==> src/rtl/m72_shift_pkg.sv <==
// Shared definitions for the tile/sprite shifter path and its deserializer.
// Holds the default word width, a bit-reversal helper and a lane slice helper.
package m72_shift_pkg;

    localparam int unsigned WORD_W = 8;
    // Widest word the bit-reversal helper handles.
    localparam int unsigned MAX_W  = 64;

    // Reverse the low w bits of x; bits at and above w come back as zero.
    function automatic logic [MAX_W-1:0] bitrev(input logic [MAX_W-1:0] x,
                                                input int unsigned     w);
        logic [MAX_W-1:0] r;
        r = '0;
        for (int unsigned i = 0; i < MAX_W; i++) begin
            if (i < w) begin
                r[i] = x[w-1-i];
            end
        end
        return r;
    endfunction

    // LSB position of lane p in a flat PLANES*w vector.
    function automatic int unsigned lane_lsb(input int unsigned p, input int unsigned w);
        return p * w;
    endfunction

endpackage

==> src/rtl/deser_lane.sv <==
// One serial lane: W-bit MSB-first shift register with synchronous clear.
// word_next is the word that would be complete if this cycle's bit were the last.
module deser_lane #(
    parameter int unsigned W = 8
) (
    input  logic         clock,
    input  logic         reset_n,
    input  logic         shift_en,
    input  logic         sync_n,
    input  logic         ser_in,
    output logic [W-1:0] word_next
);

    logic [W-1:0] sr_q;
    logic [W-1:0] sr_d;

    assign word_next = {sr_q[W-2:0], ser_in};

    // Next shift state: sync restarts the word, taking this cycle's bit as bit 0 if shifting.
    always_comb begin
        sr_d = sr_q;
        if (!sync_n) begin
            sr_d = shift_en ? {{(W-1){1'b0}}, ser_in} : '0;
        end else if (shift_en) begin
            sr_d = word_next;
        end
    end

    // Shift register state.
    always_ff @(posedge clock or negedge reset_n) begin
        if (!reset_n) begin
            sr_q <= '0;
        end else begin
            sr_q <= sr_d;
        end
    end

endmodule

==> src/rtl/deserializer_ls164.sv <==
// Serial-to-parallel receiver: PLANES MSB-first lanes into W-bit words, presented
// through a one-entry valid/ready holding register with a sticky overrun flag.
// Optional: define DESER_FLIP_OUT_EN to add par_out_rev (per-lane bit-reversed par_out).
module deserializer_ls164
    import m72_shift_pkg::*;
#(
    parameter int unsigned W      = WORD_W,
    parameter int unsigned PLANES = 1
) (
    input  logic                  clock,
    input  logic                  reset_n,
    input  logic                  shift_en,
    input  logic                  sync_n,
    input  logic [PLANES-1:0]     ser_in,
    input  logic                  par_ready,
    input  logic                  clr_ovr,
    output logic [PLANES*W-1:0]   par_out,
    output logic                  par_valid,
    output logic                  overrun,
    output logic [$clog2(W)-1:0]  bit_cnt
`ifdef DESER_FLIP_OUT_EN
    ,
    output logic [PLANES*W-1:0]   par_out_rev
`endif
);

    localparam int unsigned CntW = $clog2(W);

    logic [PLANES*W-1:0] word_next;
    logic [CntW-1:0]     cnt_q, cnt_d;
    logic [PLANES*W-1:0] hold_q, hold_d;
    logic                valid_q, valid_d;
    logic                ovr_q, ovr_d;
    logic                complete;
    logic                consume;

    for (genvar p = 0; p < PLANES; p++) begin : g_lane
        deser_lane #(
            .W(W)
        ) u_lane (
            .clock     (clock),
            .reset_n   (reset_n),
            .shift_en  (shift_en),
            .sync_n    (sync_n),
            .ser_in    (ser_in[p]),
            .word_next (word_next[p*W +: W])
        );
    end

    // A sync cycle never completes a word, even at the last bit position.
    assign complete = shift_en && sync_n && (cnt_q == CntW'(W - 1));
    assign consume  = valid_q && par_ready;

    // Bit counter, hold register, handshake and overrun next-state.
    always_comb begin
        cnt_d   = cnt_q;
        hold_d  = hold_q;
        valid_d = valid_q;
        ovr_d   = clr_ovr ? 1'b0 : ovr_q;

        if (!sync_n) begin
            cnt_d = shift_en ? CntW'(1) : '0;
        end else if (shift_en) begin
            cnt_d = complete ? '0 : cnt_q + CntW'(1);
        end

        if (complete) begin
            if (!valid_q || consume) begin
                hold_d  = word_next;
                valid_d = 1'b1;
            end else begin
                // Drop the new word; set beats a same-cycle clear.
                ovr_d = 1'b1;
            end
        end else if (consume) begin
            valid_d = 1'b0;
        end
    end

    // Control and hold state.
    always_ff @(posedge clock or negedge reset_n) begin
        if (!reset_n) begin
            cnt_q   <= '0;
            hold_q  <= '0;
            valid_q <= 1'b0;
            ovr_q   <= 1'b0;
        end else begin
            cnt_q   <= cnt_d;
            hold_q  <= hold_d;
            valid_q <= valid_d;
            ovr_q   <= ovr_d;
        end
    end

    assign par_out   = hold_q;
    assign par_valid = valid_q;
    assign overrun   = ovr_q;
    assign bit_cnt   = cnt_q;

`ifdef DESER_FLIP_OUT_EN
    logic [MAX_W-1:0] rev_word;

    // LSB-first view of each lane of the held word.
    always_comb begin
        par_out_rev = '0;
        rev_word    = '0;
        for (int unsigned p = 0; p < PLANES; p++) begin
            rev_word = bitrev(MAX_W'(hold_q[lane_lsb(p, W) +: W]), W);
            par_out_rev[lane_lsb(p, W) +: W] = rev_word[W-1:0];
        end
    end
`endif

endmodule
==> config.mk <==
export PLATFORM = sky130hd
export DESIGN_NAME = deserializer_ls164
export DESIGN_NICKNAME = d
export VERILOG_FILES = /design/src/rtl/m72_shift_pkg.sv /design/src/rtl/deser_lane.sv /design/src/rtl/deserializer_ls164.sv
export SDC_FILE = /design/constraint.sdc
export NUM_CORES = 1
export LEC_CHECK = 0
export CAP_MARGIN = 20
export CORE_AREA = 2 2 47 49
export DETAILED_ROUTE_END_ITERATION = 8
export DIE_AREA = 0 0 49 51
export PLACE_DENSITY = 0.73
export SLEW_MARGIN = 5
export SYNTH_ARGS = -nofsm -noshare
export SYNTH_HDL_FRONTEND = slang
export SYNTH_SLANG_ARGS = --single-unit
==> constraint.sdc <==
create_clock -name clock -period 2 [get_ports clock]
set_clock_uncertainty 0.1 [all_clocks]
set_input_delay 0.2 -clock clock [delete_from_list [all_inputs] [get_ports clock]]
set_output_delay 0.2 -clock clock [all_outputs]
set_load 0.05 [all_outputs]
==> summary.txt, run 1 <==
Logic synthesis
  • Avg Cell Area, Syn: 14.10 µm²
  • Number of synthesized flops with an enable pin: 0
  • Post-synth top area share: 55.48%
  • Fraction of registers with async set/reset: 100.0%
  • Post-synthesis sequential area ratio: 55.48%
  • #FFs+latches synth: 20
  • Mapped Area: 902.1 µm²
  • Yosys cell types: 18
  • Top post-synthesis cells by area: dfrtp_1, mux2_4, mux2i_1
  • Syn Inst Count: 64
  • Yosys top cell by area: dfrtp_1
  • Syn_nets: 73
  • Ys flop type: dfrtp_1
  • Syn. warnings: 0

Critical path
  • Slowest CP cell: clkdlybuf4s50_1
  • Startpoint types: flip-flop
  • Top Family by Delay on Critical Path: buffers and inverters
  • CP Class: reg2out
  • CP Data Arrival Time: 1.51 ns
  • Worst path max stage delay: 0.82 ns
  • Worst Path Buf+Inv: 1
  • Worst path cell trace: clkdlybuf4s50_1
  • Required @ worst endpoint: 1.70 ns
  • Crit-path max FO: 4
  • Kind of end point of the critical path: output pin

STA
  • Hold Violations, Final: 0
  • Final-report max-slew violation count: 0
  • Slew @ Worst Pin: 0.5072 ns
  • Slew headroom: 66.08%
  • RSZ-0062 raised after global routing: false
  • Final setup violating endpoints: 0
  • Post-layout minimum cycle time: 1.810 ns
  • Sum Neg Setup Slack: 0 ns
  • Setup ws final: 0.1904 ns
  • Fmax: 552.6 MHz
  • Fin crit share: 90.48%

Clocking
  • PostCTS Resize Cnt: 0
  • Worst-path clk slew: 0.11 ns
  • Total setup buffers inserted after CTS: 0
  • Hold Buf Count CTS: 0
  • # clock sinks: 20
  • CTS Buf Count: 3
  • Htree depth: 1
  • Clock root cell: clkbuf_4
  • Clk buf depth: 2
  • CTS tree: built
  • Worst-Skew Late Latency: 0.29 ns

Min path
  • Min-delay worst type: in2async

Finish
  • Fin area: 0.001162 mm²
  • Area growth syn-to-layout: 28.85%
  • Fill cell count: 178
  • Layout Nets: 96
  • Most common cell after layout, fill and taps aside: dfrtp_1
  • Final Util: 56.34%
  • Most frequent cells in the layout: dfrtp_1, clkdlybuf4s50_1, mux2_4, mux2i_1, nor2b_1
  • Share of cells above drive strength 1: 19.77%
  • Antenna Cells: 0

Detailed routing
  • Via density: 4.360
  • Routed Antenna Nets: 0
  • Drt initial violations: 5
  • Final WL: 1.415 mm
  • Post-route DRC: 0
  • Wire per inst: 12.41 µm
  • Detailed Routing Iterations Pass 1: 4
  • Total number of vias: 497

Placed design
  • GPL Wtd Cong: 0.6829
  • Dpl cell area: 0.001110 mm²
  • DP Wirelength: 1.034 mm
  • Port bufs: 19
  • Place WS: 0.2667 ns

Global routing
  • GRT Resource Usage Total: 13.15%
  • First-pass GRT wire length: 2.490 mm
  • Grt ovf: 0
  • Largest net degree at the start of global routing: 21
  • Vias in the first global route: 533
  • Initial antenna violation count: 0

Power and ir drop
  • Lkg Pwr: 0.5405 nW
  • Pwr per Cell Area: 715.4 mW/mm²
  • VDD IR-drop max: 0.5614 mV
  • Total Power: 0.8315 mW

Die
  • CORE AREA: 0.002063 mm²
  • Die area: 0.002499 mm²
  • Die H: 51 µm
  • I/O pin count: 20
  • # rows: 17
  • Initial Util: 43.72%
  • Die width: 49 µm

Job
  • Max-Cap Viols: 0

Outcome
  • Outcome: finished, final reports clean
[layout make-up]
cell class                      count  area [µm²]  area share (%)
Sequential cell                    20       500.5           43.06
Clock buffer                        3       22.52           1.938
Tap cell                           28       35.03           3.014
Inverter                            1       3.754          0.3229
Timing Repair Buffer               22       212.7           18.30
Clock inverter                      1       30.03           2.583
Multi-Input combinational cell     39       357.8           30.79
[metal layers]
| layer | track usage, % | routed length, µm |
|---|---|---|
| met1 | 19.08 | 736 |
| met5 | 0 | 0 |
| met2 | 19.18 | 598 |
| met3 | 2.632 | 67 |
| met4 | 5.714 | 13 |
[through the flow]
step,hold slack (ns),cells
after floorplan,-0.1956,64
after global placement,0.3956,110
after detailed placement,0.4017,110
after CTS,0.1305,114
after global routing,0.1428,114
final,0.1310,114
[cells by family (layout without fill, tap and decap cells)]
family	count (synthesis)	in the layout	share of synthesized area [%]
buffers and inverters	5	27	4.853
DFF	20	20	55.48
muxes	15	15	21.08
adders and majority gates	2	2	2.773
AOI/OAI and AO/OA	5	5	3.190
and+or+nand+nor	17	17	12.62
[Yosys cell counts (2+ instances only)]
master    number
nor2b_1        7
nand2b_1       2
o21ai_0        3
mux2_4         8
ha_1           2
mux2i_1        7
dfrtp_1       20
nand2_1        5
[final timing paths]
path                       startpoint                       end  slack (ns)  cells past startpoint
setup / recovery           bit_cnt[0]                bit_cnt[0]        0.19                      1
hold / removal                reset_n                par_out[1]        0.13                      2
setup reg to reg           bit_cnt[0]                par_out[3]        0.24                      5
hold reg to reg            par_out[0]                par_out[0]        0.43                      1
max in group asynchronous     reset_n  g_lane[0].u_lane.sr_q[3]        1.46                      2
min in group clock            clr_ovr                   overrun        0.36                      2
[power breakdown]
part / leakage [nW] / internal [mW] / total, mW / switching (mW)
clock network: 0.0279 / 0.202 / 0.319 / 0.117
registers: 0.275 / 0.414 / 0.421 / 0.00760
logic: 0.238 / 0.0397 / 0.0909 / 0.0512
total: 0.541 / 0.656 / 0.832 / 0.176
[sequential cells by signal (all words and copies together) (netlist names)]
register	flops
bit_cnt	3
g_lane.u_lane.sr_q	7
par_out	8
overrun	1
par_valid	1
(Power assumes the default switching activity.)
==> inputs of run 2 (changes only) <==
Settings changed: ABC_AREA set to 1, CORE_AREA 2 2 47 49 to 2 2 46 48, CTS_CLUSTER_SIZE set to 16, DIE_AREA 0 0 49 51 to 0 0 48 50, PLACE_DENSITY 0.73 to 0.72.
==> run 2 against run 1 <==
Net effect: sequential cell count stayed put; final area is 7.4% lower; worst hold slack better by 0.012 ns; core utilization is 0.24 points higher; worst setup slack worse by 0.017 ns; wire length is 1.5% higher; synthesized area is 7.1% lower; register-to-register slack better by 0.24 ns; sequential power hardly changed; combinational power is 11% higher; non-clock buffer count is 2 lower; clock power is 45% lower; critical endpoint unchanged; largest cell class unchanged.
==> summary.txt, run 2 <==
Critical path
  • Kind of end point of the critical path: output pin
  • Startpoint types: flip-flop
  • Top Family by Delay on Critical Path: buffers and inverters
  • Worst path cell trace: clkdlybuf4s50_1
  • Worst path max stage delay: 0.82 ns
  • Crit-path max FO: 4
  • Worst Path Buf+Inv: 1
  • Slowest CP cell: clkdlybuf4s50_1
  • CP Class: reg2out
  • CP Data Arrival Time: 1.53 ns
  • Required @ worst endpoint: 1.70 ns

Finish
  • Most frequent cells in the layout: nand2_1, dfrtp_1, clkdlybuf4s50_1, nand3_1, inv_1
  • Area growth syn-to-layout: 28.36%
  • Most common cell after layout, fill and taps aside: nand2_1
  • Multi-input gate area: 284.0 µm²
  • Number of flip-flops in the largest register: 8
  • Fill cell count: 171
  • Antenna Cells: 0
  • FF/Latch Area: 500.5 µm²
  • Layout Nets: 117
  • Share of cells above drive strength 1: 6.604%
  • Fin area: 0.001076 mm²

Logic synthesis
  • Top post-synthesis cells by area: dfrtp_1, nand2_1, nand3_1
  • Synth top cells by count: nand2_1, dfrtp_1, nand3_1
  • Yosys cell types: 14
  • Number of synthesized flops with an enable pin: 0
  • Post-synthesis sequential area ratio: 59.70%
  • Ys flop type: dfrtp_1
  • #FFs+latches synth: 20
  • Post-synth top area share: 59.70%
  • Mapped Area: 838.3 µm²
  • Count leader, synth: nand2_1
  • Syn. warnings: 0
  • Avg Cell Area, Syn: 9.862 µm²
  • Fraction of registers with async set/reset: 100.0%
  • Yosys top cell by area: dfrtp_1
  • Syn Inst Count: 85
  • Syn_nets: 94

Detailed routing
  • Detailed Routing Iterations Pass 1: 4
  • Drt initial violations: 9
  • Via density: 4.759
  • Total number of vias: 633
  • Wire per inst: 10.80 µm
  • Final WL: 1.436 mm
  • Routed Antenna Nets: 0
  • Post-route DRC: 0

Clocking
  • Worst-path clk slew: 0.10 ns
  • Worst-Skew Late Latency: 0.29 ns
  • Hold Buf Count CTS: 0
  • CTS tree: built
  • PostCTS Resize Cnt: 0
  • Total setup buffers inserted after CTS: 0
  • Htree depth: 1
  • Clock root cell: clkbuf_4
  • Clk buf depth: 2
  • # clock sinks: 20
  • CTS Buf Count: 3

Power and ir drop
  • Pwr per Cell Area: 651.4 mW/mm²
  • Switching fraction of total power: 25.50%
  • Combinational Power Share: 14.3%
  • Power Internal: 0.5222 mW
  • Psw: 0.1787 mW
  • VDD IR-drop max: 0.4870 mV
  • Clock share of power: 25.2%
  • Flop pwr share: 60.5%
  • Lkg Pwr: 0.5359 nW

Min path
  • Min-delay worst type: in2async

Die
  • CORE AREA: 0.001902 mm²
  • Die width: 48 µm
  • Die H: 50 µm
  • I/O pin count: 20
  • Initial Util: 44.08%
  • # rows: 16
  • Die area: 0.002400 mm²

STA
  • Hold Violations, Final: 0
  • Fin crit share: 91.32%
  • Post-layout minimum cycle time: 1.826 ns
  • Slew headroom: 66.66%
  • RSZ-0062 raised after global routing: false
  • Final setup violating endpoints: 0
  • Sum Neg Setup Slack: 0 ns
  • Slew @ Worst Pin: 0.4985 ns
  • Fmax: 547.6 MHz
  • Final-report max-slew violation count: 0

Placed design
  • DP Wirelength: 1.113 mm
  • GPL Wtd Cong: 0.7719
  • Port bufs: 19
  • Dpl cell area: 0.001054 mm²

Global routing
  • Grt ovf: 0
  • GRT Resource Usage Total: 15.47%
  • Largest net degree at the start of global routing: 21
  • Vias in the first global route: 599
  • First-pass GRT wire length: 2.615 mm
  • Initial antenna violation count: 0

Outcome
  • Outcome: finished, final reports clean

Job
  • Max-Cap Viols: 0
[run 2: cell types whose count changed in the layout (fill, tap and decap cells not counted), sizes merged, moves of 5 or more]
cell / previous run / this run
mux2i: 7 / 0
o22ai: 1 / 6
nor2b: 8 / 0
nand2: 5 / 24
nand3: 1 / 13
inv: 1 / 10
mux2: 8 / 0
[run 2: worst paths after layout]
| kind | startpoint | end | slack (ns) | cells after the start |
|---|---|---|---|---|
| max | bit_cnt[0] | bit_cnt[0] | 0.17 | 1 |
| min | reset_n | par_out[3] | 0.14 | 2 |
| max reg2reg | bit_cnt[0] | par_out[4] | 0.48 | 7 |
| min reg2reg | par_out[2] | par_out[2] | 0.38 | 2 |
| max in group asynchronous | reset_n | par_out[2] | 1.46 | 2 |
| min in group clock | clr_ovr | overrun | 0.37 | 2 |
[run 2: power by group through the flow]
stage,clock [mW],combinational (mW),sequential [mW]
6_report,0.176,0.101,0.424
5_1_grt,0.207,0.110,0.426
4_1_cts,0.184,0.102,0.424
3_5_place_dp,0,0.102,0.432
3_3_place_gp,0,0.0993,0.432
2_1_floorplan,0,0.0279,0.461
[run 2: layout make-up]
cell class,count,area share (%)
Sequential cell,20,46.51
Multi-Input combinational cell,53,26.40
Timing Repair Buffer,20,18.37
Inverter,10,3.488
Tap cell,27,3.140
Clock buffer,3,2.093
[run 2: cells by family after synthesis]
family,after synthesis,share of synthesized area (%)
AND/OR/NAND/NOR,41,24.03
flip-flops,20,59.70
buffers and inverters,12,6.418
AO/OA/AOI/OAI,10,6.865
adder cells (fa/ha/maj),2,2.985
[run 2: through the flow]
| step | setup slack (ns) | total power [mW] | util (%) | cells | hold slack [ns] |
|---|---|---|---|---|---|
| floorplan | 0.2868 | 0.4885 | - | 85 | -0.1956 |
| global placement | 0.4015 | 0.5313 | 55.39 | 130 | 0.3585 |
| detailed placement | 0.3628 | 0.5341 | 55.39 | 130 | 0.3599 |
| CTS | 0.1644 | 0.7110 | 56.58 | 133 | 0.1445 |
| global route | 0.1247 | 0.7433 | 56.58 | 133 | 0.1400 |
| finish | 0.1737 | 0.7010 | 56.58 | 133 | 0.1427 |
[run 2: layer usage]
layer  up-vias  routed length (µm)  track usage [%]
li1        318                   -                -
met1       286                 613            21.51
met2        24                 700            21.78
met3         5                  82            3.663
met4         0                  39            8.108
met5         -                   0                0
